File: src/rtl/sys_mem_streamer_pkg.sv
// Shared types and sizing for the systemizer memory streamer.
package sys_mem_streamer_pkg;

    // Ceiling log2 used to size symbol and address fields.
    function automatic int unsigned clog2(input int unsigned v);
        int unsigned r;
        r = 0;
        while ((32'd1 << r) < v) begin
            r = r + 1;
        end
        return r;
    endfunction

    localparam int unsigned N     = 4;   // systemizer column-block size, not used by the streamer
    localparam int unsigned L     = 8;
    localparam int unsigned K     = 16;
    localparam int unsigned M     = 3;
    localparam int unsigned SW    = clog2(M);
    localparam int unsigned BLOCK = 4;
    localparam int unsigned DEPTH = L * K / BLOCK;
    localparam int unsigned AW    = clog2(DEPTH);
    localparam int unsigned DW    = BLOCK * SW;
    localparam int unsigned PW    = AW + 1;   // one extra bit so DEPTH itself is representable

    typedef enum logic [2:0] {
        ST_IDLE,
        ST_LOAD,
        ST_START,
        ST_WAIT,
        ST_DRAIN
    } state_t;

    // Write-port payload towards the systemizer memory.
    typedef struct packed {
        logic [AW-1:0] addr;
        logic [DW-1:0] data;
    } mem_wr_t;

endpackage

File: src/rtl/sys_mem_streamer_skid_fifo.sv
// Two-entry output skid buffer; head is always in r_d0.
module sms_skid_fifo
    import sys_mem_streamer_pkg::*;
(
    input  logic          clk,
    input  logic          rst_n,
    input  logic          i_push,
    input  logic [DW-1:0] i_data,
    input  logic          i_pop,
    output logic [1:0]    o_count,
    output logic [DW-1:0] o_head
);

    logic [DW-1:0] r_d0;
    logic [DW-1:0] r_d1;
    logic [1:0]    r_count;

    // Storage and occupancy; pops are only issued when non-empty, pushes only when not full.
    always_ff @(posedge clk or negedge rst_n) begin
        if (!rst_n) begin
            r_d0    <= '0;
            r_d1    <= '0;
            r_count <= '0;
        end else begin
            unique case ({i_push, i_pop})
                2'b10: begin
                    if (r_count == 2'd0) r_d0 <= i_data;
                    else                 r_d1 <= i_data;
                    r_count <= r_count + 2'd1;
                end
                2'b01: begin
                    r_d0    <= r_d1;
                    r_count <= r_count - 2'd1;
                end
                2'b11: begin
                    if (r_count == 2'd1) begin
                        r_d0 <= i_data;
                    end else begin
                        r_d0 <= r_d1;
                        r_d1 <= i_data;
                    end
                end
                default: ;
            endcase
        end
    end

    assign o_count = r_count;
    assign o_head  = r_d0;

endmodule

File: src/rtl/sys_mem_streamer.sv
// Host-side loader/unloader for the systemizer matrix memory.
module sys_mem_streamer
    import sys_mem_streamer_pkg::*;
(
    input  logic          clk,
    input  logic          rst_n,
    input  logic          go,
    input  logic [DW-1:0] s_data,
    input  logic          s_valid,
    output logic          s_ready,
    output logic [DW-1:0] m_data,
    output logic          m_valid,
    input  logic          m_ready,
    output logic          busy,
    output logic          err,
    output logic          sys_wr_en,
    output logic [AW-1:0] sys_wr_addr,
    output logic [DW-1:0] sys_data_in,
    output logic          sys_start,
    output logic          sys_rd_en,
    output logic [AW-1:0] sys_rd_addr,
    input  logic [DW-1:0] sys_data_out,
    input  logic          sys_done,
    input  logic          sys_fail,
    input  logic          sys_success
);

    state_t        r_state;
    state_t        w_next;
    logic [PW-1:0] r_wr_ptr;
    logic [PW-1:0] r_rd_ptr;
    logic          r_inflight;
    logic          r_err;
    logic          w_wr_en;
    logic          w_rd_en;
    logic          w_pop;
    logic          w_ok;
    logic [1:0]    w_count;
    logic [DW-1:0] w_head;
    mem_wr_t       w_wr;

    // State register.
    always_ff @(posedge clk or negedge rst_n) begin
        if (!rst_n) r_state <= ST_IDLE;
        else        r_state <= w_next;
    end

    // Next state plus the write/read issue decisions.
    always_comb begin
        w_next  = r_state;
        w_wr_en = 1'b0;
        w_rd_en = 1'b0;
        w_ok    = sys_success && !sys_fail;
        unique case (r_state)
            ST_IDLE: begin
                if (go) w_next = ST_LOAD;
            end
            ST_LOAD: begin
                w_wr_en = s_valid;
                if (s_valid && (r_wr_ptr == PW'(DEPTH - 1))) w_next = ST_START;
            end
            ST_START: begin
                w_next = ST_WAIT;
            end
            ST_WAIT: begin
                if (sys_done) w_next = w_ok ? ST_DRAIN : ST_IDLE;
            end
            ST_DRAIN: begin
                // Credit: buffered words plus the read still returning must leave a free slot.
                w_rd_en = (r_rd_ptr < PW'(DEPTH)) &&
                          ((3'(w_count) + 3'(r_inflight)) < 3'd2);
                if (w_pop && (w_count == 2'd1) && !r_inflight && (r_rd_ptr == PW'(DEPTH)))
                    w_next = ST_IDLE;
            end
            default: w_next = ST_IDLE;
        endcase
    end

    // Pointers, read-return tracking and the sticky error flag.
    always_ff @(posedge clk or negedge rst_n) begin
        if (!rst_n) begin
            r_wr_ptr   <= '0;
            r_rd_ptr   <= '0;
            r_inflight <= 1'b0;
            r_err      <= 1'b0;
        end else begin
            r_inflight <= w_rd_en;
            if ((r_state == ST_IDLE) && go) begin
                r_err    <= 1'b0;
                r_wr_ptr <= '0;
            end
            if (w_wr_en) r_wr_ptr <= r_wr_ptr + PW'(1);
            if ((r_state == ST_WAIT) && sys_done) begin
                if (w_ok) r_rd_ptr <= '0;
                else      r_err    <= 1'b1;
            end
            if (w_rd_en) r_rd_ptr <= r_rd_ptr + PW'(1);
        end
    end

    sms_skid_fifo u_fifo (
        .clk     (clk),
        .rst_n   (rst_n),
        .i_push  (r_inflight),
        .i_data  (sys_data_out),
        .i_pop   (w_pop),
        .o_count (w_count),
        .o_head  (w_head)
    );

    assign w_pop        = m_valid && m_ready;
    assign w_wr.addr    = w_wr_en ? r_wr_ptr[AW-1:0] : '0;
    assign w_wr.data    = w_wr_en ? s_data : '0;

    assign s_ready      = (r_state == ST_LOAD);
    assign sys_wr_en    = w_wr_en;
    assign sys_wr_addr  = w_wr.addr;
    assign sys_data_in  = w_wr.data;
    assign sys_start    = (r_state == ST_START);
    assign sys_rd_en    = w_rd_en;
    assign sys_rd_addr  = w_rd_en ? r_rd_ptr[AW-1:0] : '0;
    assign m_valid      = (w_count != 2'd0);
    assign m_data       = w_head;
    assign busy         = (r_state != ST_IDLE);
    assign err          = r_err;

endmodule
File: config.mk
export PLATFORM = sky130hd
export DESIGN_NAME = sys_mem_streamer
export DESIGN_NICKNAME = d
export VERILOG_FILES = /design/src/rtl/sys_mem_streamer_pkg.sv /design/src/rtl/sys_mem_streamer_skid_fifo.sv /design/src/rtl/sys_mem_streamer.sv
export SDC_FILE = /design/constraint.sdc
export NUM_CORES = 1
export LEC_CHECK = 0
export CORE_MARGIN = 4
export CORE_UTILIZATION = 45
export CTS_BUF_LIST = sky130_fd_sc_hd__clkbuf_8
export DETAILED_ROUTE_END_ITERATION = 8
export PLACE_DENSITY = 0.77
export SLEW_MARGIN = 20
export SYNTH_ARGS = -nofsm -noshare
export SYNTH_HDL_FRONTEND = slang
export SYNTH_SLANG_ARGS = --single-unit
File: constraint.sdc
create_clock -name clk -period 2.95 [get_ports clk]
set_input_delay 0.59 -clock clk [delete_from_list [all_inputs] [get_ports clk]]
set_output_delay 0.59 -clock clk [all_outputs]
set_load 0.02 [all_outputs]
Yosys cells after proc, flatten, opt, wreduce, memory -nomap -nowiden
Index checks and enable logic that the tools add are counted.

Add/sub/neg operators: 5. $lt $le $gt $ge: 2. Reduce and logical (&&, ||, !) cells: 25. Equal/unequal tests: 17. Multiplexer cells: 26.

Operators by type and width (number): 8-bit two-way mux (5); 6-bit two-way mux (5); 8-bit one-hot mux with 3 select lines (1); 8-bit one-hot mux with 2 select lines (1); 3-bit two-way mux (5); 3-bit one-hot mux with 5 select lines (1); 6-bit by 1-bit adder with 6-bit output, second input constant (2); 2-bit nonzero test (6); 5-bit two-way mux (2); 2-bit != test, second input constant (5); 1-bit logical AND (9); 3-bit by 2-bit == test with 1-bit output, second input constant (2); 6-bit by 5-bit == test with 1-bit output, second input constant (1); 6-bit == test, second input constant (1); 6-bit less-than comparator, second input constant (1); 3-bit nonzero test (2); 1-bit two-way mux (5); 2-bit by 1-bit == test with 1-bit output, second input constant (2); 2-bit == test, second input constant (2); 2-bit by 1-bit != test with 1-bit output, second input constant (2); 2-bit one-hot mux with 2 select lines (1); 2-bit AND reduction (2); 4-bit AND reduction (1); 2-bit by 1-bit adder with 3-bit output (1); 9 further kinds (10).

Word-level logic and storage cells: 83. Output and inout bits: 33. Input bits: 24. Register bits after elaboration: 35.

Logic depth before layout (Yosys ltp)
Gate-level depths: netlist of run 1.

Depth after elaboration: 7. Depth in mapped cells: 9. Gate-level depth less buffers: 8.

Modules after synthesis
From an unflattened synthesis of run 1, not the netlist that was laid out.

Cell total of the unflattened synthesis: 201. Area total of the unflattened synthesis: 2079.5 um^2.

By module, submodules not included: sys_mem_streamer (area each 1117.3 um^2, sequential area each 425.4 um^2, instances 1, cells each 116); sms_skid_fifo (area each 962.2 um^2, sequential area each 450.4 um^2, instances 1, cells each 85).

Worst setup path before layout of run 1
No wires, ideal clock.

Kind: input -> output. From: in s_valid. To: out sys_data_in[0]. Data required time: 2.360 ns. Setup slack: 0.717 ns. Arrival: 1.643 ns. Buffers on the path: 2. Stages: 5. Path through: nand4bb_1 -> clkbuf_1 -> inv_1 -> clkbuf_1 -> and2_1.

Cells in the longest elaborated chain, start to end: 2.

RTL lines: from (decl) (line sys_mem_streamer.sv:9) `input logic s_valid,`; 1-bit two-way mux (line sys_mem_streamer.sv:54) `unique case (r_state)`; named net sys_wr_en (line sys_mem_streamer.sv:16) `output logic sys_wr_en,`; 8-bit two-way mux (line sys_mem_streamer.sv:113) `assign w_wr.data = w_wr_en ? s_data : '0;`; to (decl) (line sys_mem_streamer.sv:18) `output logic [DW-1:0] sys_data_in,`.

The timed path passes the listed nets, and every way through them passes these cells.

Final worst setup path of run 1
From: reg r_state[0]. To: out sys_rd_en.

Cells in the longest elaborated chain, start to end: 2.

RTL lines: from (decl) (line sys_mem_streamer.sv:28) `state_t r_state;`; from (signal assigned) (line sys_mem_streamer.sv:45) `else r_state <= w_next;`; 3-bit == test (line sys_mem_streamer.sv:54); 1-bit two-way mux (line sys_mem_streamer.sv:54); to (decl) (line sys_mem_streamer.sv:20) `output logic sys_rd_en,`.

Every way passes these cells.

==> results.txt, run 1 <==
synthesized area: 1940 um2
WHS Endpoint: r_wr_ptr[5]
hold path start: r_wr_ptr[5]
crit path max fanout: 12
Net Count, Synth: 231
post-synth cell types: 44
DP Area: 2570 um2
Hold Crit Depth: 1
Setup Buffers After CTS: 0
antenna violations before repair: 0
Clock transition at path regs: 0.07 ns
FFs w/ async S/R, synth: 1.00
grt total ovfl: 0
Total GRT Usage: 0.172
I/O pins: 57
MaxCap Viol Count: 0
drc violations: 0
Site Rows: 23
period utilization: 0.938
reg-to-reg slack, setup: 0.67 ns
detailed placement HPWL: 3.24 mm
leading area contributor after synthesis: dfrtp_1
Pins Over Slew Limit: 0
cells after synthesis: 199
Syn. warnings: 0
top cells by count, synth: 35 x dfrtp_1, 14 x and2_1, 14 x nand3_1, 14 x o21ai_0, 13 x nor2_1
maximum VDD drop: 0.425 mV
Die Area: 5430 um2
Reg2Reg Depth: 8
Critical R2R Capture: u_fifo.r_d1[4]
count leader, synth: dfrtp_1
final RePlAce weighted congestion: 0.766
number of hold buffers added after cts: 0
drt via density: 5.31
Synth area leaders: dfrtp_1 45%, mux2_2 5.2%, ha_1 5.2%, and2_1 4.5%, nand3_1 3.6%
Worst Hold Slack: 0.481 ns
status: finished, final reports clean
Post-synth EDFFs: 0
CORE AREA: 4090 um2
first-pass GRT wire length: 7.27 mm
Initial DRC Count: 105
clock root cell: clkbuf_8
Min-Delay Path Class: flop to flop
H-tree lvl count: 2
starting density of the core: 0.476
largest net degree at the start of global routing: 36
post_cts resized: 0
Pleak: 1.14 nW
clk sinks: 35
via count of the first global-routing pass: 1554
setup TNS: 0 ns
# fillers: 356
worst slew pin tran: 0.444 ns
CP endpoint kind: primary output
Setup crit start kind: flop
Yosys top cell area share: 0.451
Avg WL per Cell: 14.2 um
Final #Nets: 291
Final Power: 1.74 mW
share of layout cells above drive strength 1: 0.100
CTS tree: yes
Synth-to-Final Area Change: 36.7%
PwrDens: 655 nW/um2
Fin. Hold Viols: 0
WL final: 4.40 mm
CP Data Required Time: 2.36 ns
fin crit period: 2.77 ns
clock skew: 0.00328 ns
register area share after synthesis: 0.451
Port Buffers: 56
number of buffers created by CTS: 5
die height: 73.7 um
Synth Area per Inst: 9.76 um2
CP arrival: 2.18 ns
First-pass DRT Iterations: 4
Max Buffers Root-to-Sink: 2
worst-skew pair later-pin latency: 0.29 ns
RSZ-0062 raised after global routing: no
Slew headroom: 0.704
Final setup viols: 0
Diodes inserted: 0
Final ANT Viol Nets: 0
ys flop type: dfrtp_1
CP Class: flop to primary output
vias: 1647
fin area: 2660 um2
flops & latches, synth: 35
worst r2r src: u_fifo.o_count[0]
Die X: 73.7 um
Fmax: 361 MHz
placed cells by master, fill, tap and decap left out, drive strengths merged, types with 6 or more instances in the layout:
master         synthesis  layout
dfrtp                 35      35
nand3                 14      14
clkdlybuf4s50          0      56
and2                  14      14
a31oi                 10      10
ha                     8       8
nor2                  13      13
o21ai                 14      14
buf                    4       8
nand2                  6       6
inv                   11      13
mux2                   9       9
power by group:
group          internal (mW)  total [mW]  switching (mW)
Sequential             0.593       0.688          0.0950
Clock                  0.159       0.331           0.173
Combinational          0.360       0.719           0.359
Total                   1.11        1.74           0.627
through the flow:
step                      std cells  setup WS (ns)  utilization
after global routing            310         0.0467        0.650
after floorplan                 199          0.717            -
after detailed placement        302          0.114        0.630
after CTS                       310          0.108        0.650
after global placement          302          0.132        0.630
final                           310          0.182        0.650
layout make-up:
| class | count | area (um2) | area share |
|---|---|---|---|
| Sequential cell | 35 | 876 | 0.330 |
| Clock buffer | 5 | 68.8 | 0.0259 |
| Clock inverter | 3 | 12.5 | 0.00471 |
| Tap cell | 50 | 62.6 | 0.0236 |
| Timing Repair Buffer | 64 | 621 | 0.234 |
| Multi-Input combinational cell | 142 | 975 | 0.367 |
| Inverter | 11 | 41.3 | 0.0155 |
critical path: stages (launching register included):
cell and delay (ns):
dfrtp_1 0.49, or3b_1 0.53, nor2_1 0.23, clkdlybuf4s50_1 0.64
worst max-delay path by stage:
stage | startpoint | endpoint | slack [ns] | depth (start not counted)
after floorplan | s_valid | sys_data_in[0] | 0.72 | 5
after global placement | s_valid | sys_data_in[1] | 0.13 | 5
after detailed placement | s_valid | sys_wr_addr[4] | 0.11 | 5
after CTS | s_valid | sys_wr_addr[4] | 0.11 | 5
after global routing | r_state[2] | sys_rd_addr[0] | 0.05 | 3
final | r_state[0] | sys_rd_en | 0.18 | 3
routing by layer:
| layer | vias to the layer above | global-route usage | share of wire |
|---|---|---|---|
| met5 | - | 0 | 0 |
| met4 | 0 | 0.0664 | 0.015 |
| met3 | 6 | 0.0410 | 0.044 |
| met2 | 38 | 0.269 | 0.48 |
| met1 | 776 | 0.229 | 0.46 |
| li1 | 827 | - | - |
cells by family (layout without fill, tap and decap cells):
kind of cell,Yosys count,after routing,share of synthesized area
xor gates and xnor gates,3,3,0.0135
buffers and inverters,22,83,0.0476
and+or+nand+nor,78,78,0.232
adders and majority gates,8,8,0.0515
AOI/OAI and AO/OA,40,40,0.132
muxes,13,13,0.0728
DFF,35,35,0.451
sequential cells by signal, summed over array words and instances, names as in the netlist:
signal          cells
err                 1
r_inflight          1
r_rd_ptr            6
r_state             3
r_wr_ptr            6
u_fifo.o_count      2
u_fifo.o_head       8
u_fifo.r_d1         8
(Power assumes the default switching activity.)
==> inputs of run 2 (changes only) <==
--- a/config.mk
+++ b/config.mk
@@ -6,10 +6,10 @@
 export NUM_CORES = 1
 export LEC_CHECK = 0
 export CORE_MARGIN = 4
-export CORE_UTILIZATION = 45
+export CORE_UTILIZATION = 44
 export CTS_BUF_LIST = sky130_fd_sc_hd__clkbuf_8
 export DETAILED_ROUTE_END_ITERATION = 8
-export PLACE_DENSITY = 0.77
+export PLACE_DENSITY = 0.78
 export SLEW_MARGIN = 20
 export SYNTH_ARGS = -nofsm -noshare
 export SYNTH_HDL_FRONTEND = slang
==> constraint.sdc (replaced) <==
create_clock -name clk -period 2.5 [get_ports clk]
set_input_delay 0.5 -clock clk [delete_from_list [all_inputs] [get_ports clk]]
set_output_delay 0.5 -clock clk [all_outputs]
set_load 0.02 [all_outputs]
==> run 2 against run 1 <==
Effect of this change:
- cell area grew 2.4%
- total power increased by 20%
- sequential share of layout area decreased by 0.76 points
- count of clock-buffer cells in the layout is 1 higher
- worst hold slack improved by 0.0044 ns
- critical path depth increased by 3
- wire length up 1.2%
- largest cell class unchanged
- die area is 2.0% higher
- via count is 0.79% lower
- first-iteration DRC count decreased by 22%
- clock power is 35% higher
==> results.txt, run 2 (synthesis gave the netlist of run 1 again) <==
status: finished, final reports clean
RSZ-0062 raised after global routing: no
Diodes inserted: 0
number of buffers created by CTS: 5
grt total ovfl: 0
Max stage delay cell, worst path: clkdlybuf4s50_1
CP top delay family: buffers and inverters
Avg WL per Cell: 14.1 um
CP Data Required Time: 2.00 ns
starting density of the core: 0.469
drc violations: 0
Port Buffers: 56
share of layout cells above drive strength 1: 0.121
Site Rows: 23
Max Buffers Root-to-Sink: 2
Die Area: 5540 um2
CTS tree: yes
first-pass GRT wire length: 7.45 mm
MaxCap Viol Count: 0
Final ANT Viol Nets: 0
PwrDens: 768 nW/um2
worst-skew pair later-pin latency: 0.29 ns
Die X: 74.5 um
fin crit period: 2.36 ns
clock skew: 0.0125 ns
via count of the first global-routing pass: 1627
FF/Latch Area: 876 um2
fin area: 2720 um2
final RePlAce weighted congestion: 0.851
H-tree lvl count: 2
die height: 74.5 um
clk sinks: 35
detailed placement HPWL: 3.27 mm
Setup crit start kind: input pin
Total GRT Usage: 0.177
Slew headroom: 0.703
I/O pins: 57
period utilization: 0.943
clock root cell: clkbuf_8
largest net degree at the start of global routing: 36
multi-input combinational cell area: 975 um2
antenna violations before repair: 0
Placement Setup Slack: -0.0887 ns
Min-Delay Path Class: flop to flop
Worst Hold Slack: 0.485 ns
crit path max fanout: 16
CORE AREA: 4140 um2
setup TNS: 0 ns
commonest non-fill, non-tap cell in the layout: clkdlybuf4s50_1
Pleak: 1.27 nW
CP cell instances: clkdlybuf4s50_1 > nand4bb_1 > inv_1 > buf_12 > and2_1 > dlygate4sd2_1
# fillers: 359
drt via density: 5.19
Pins Over Slew Limit: 0
WL final: 4.45 mm
Initial DRC Count: 82
maximum VDD drop: 0.446 mV
worst slew pin tran: 0.445 ns
Fmax: 424 MHz
Setup Buffers After CTS: 0
Fin. Hold Viols: 0
DP Area: 2640 um2
vias: 1634
most frequent cells in the layout: 36 x clkdlybuf4s50_1, 35 x dfrtp_1, 18 x dlygate4sd2_1
Clock transition at path regs: 0.08 ns
Final #Nets: 296
CP Class: input pin to primary output
First-pass DRT Iterations: 4
Synth-to-Final Area Change: 39.9%
CP max stage delay: 0.48 ns
worst setup margin: 0.143 ns
CP bufs+invs: 4
CP arrival: 1.86 ns
CP endpoint kind: primary output
Final setup viols: 0
[run 2: cell count changes in the layout (fill, tap and decap cells not counted), moves of 2 or more]
| cell | delta |
|---|---|
| clkdlybuf4s50_1 | -20 |
| dlygate4sd2_1 | +18 |
| buf_4 | +3 |
| buf_12 | +2 |
| dlymetal6s2s_1 | +2 |
[run 2: power breakdown]
| part | total [mW] | switching, mW | internal, mW |
|---|---|---|---|
| logic | 0.839 | 0.430 | 0.410 |
| registers | 0.801 | 0.102 | 0.699 |
| clock network | 0.448 | 0.223 | 0.225 |
| total | 2.09 | 0.755 | 1.33 |
[run 2: timing repair]
item,in CTS,in global routing
setup endpoints to repair,18,2
resized for setup,18,2
hold buffers,0,0
[run 2: layout make-up]
type	instances	area share
clock buffer	6	0.0304
timing repair buffer	69	0.245
clock inverter	2	0.00598
tap	50	0.0230
inverter	11	0.0152
multi-input combinational	142	0.358
sequential	35	0.322
[run 2: path summary, 6_finish.rpt]
path	start	endpoint	slack (ns)	cells past startpoint
setup / recovery	s_valid	sys_data_in[5]	0.14	6
hold / removal	r_wr_ptr[5]	r_wr_ptr[5]	0.49	1
setup reg to reg	u_fifo.o_count[0]	u_fifo.r_d1[2]	0.34	9
hold reg to reg	r_wr_ptr[5]	r_wr_ptr[5]	0.49	1
max in group asynchronous	rst_n	u_fifo.o_head[1]	1.57	2
min in group asynchronous	rst_n	r_state[0]	0.62	2
[run 2: through the flow]
stage	std cells	total power, mW	utilization
2_1_floorplan	199	1.29	-
3_3_place_gp	307	1.67	0.636
3_5_place_dp	307	1.68	0.636
4_1_cts	315	2.11	0.655
5_1_grt	315	2.24	0.656
6_report	315	2.09	0.656
[run 2: worst reg2reg max path, cell delays in order, from the launching register on]
cell	delay, ns
dfrtp_1	0.42
inv_1	0.06
ha_1	0.25
nor2b_1	0.22
inv_1	0.08
ha_1	0.21
a22oi_1	0.14
o21a_1	0.20
buf_12	0.14
mux2_2	0.32
[run 2: routing by layer]
metal / vias up / global-route usage / wire (um)
li1: 834 / - / -
met1: 754 / 0.220 / 1940
met2: 40 / 0.302 / 2220
met3: 6 / 0.0365 / 229
met4: 0 / 0.0672 / 66
met5: - / 0 / 0
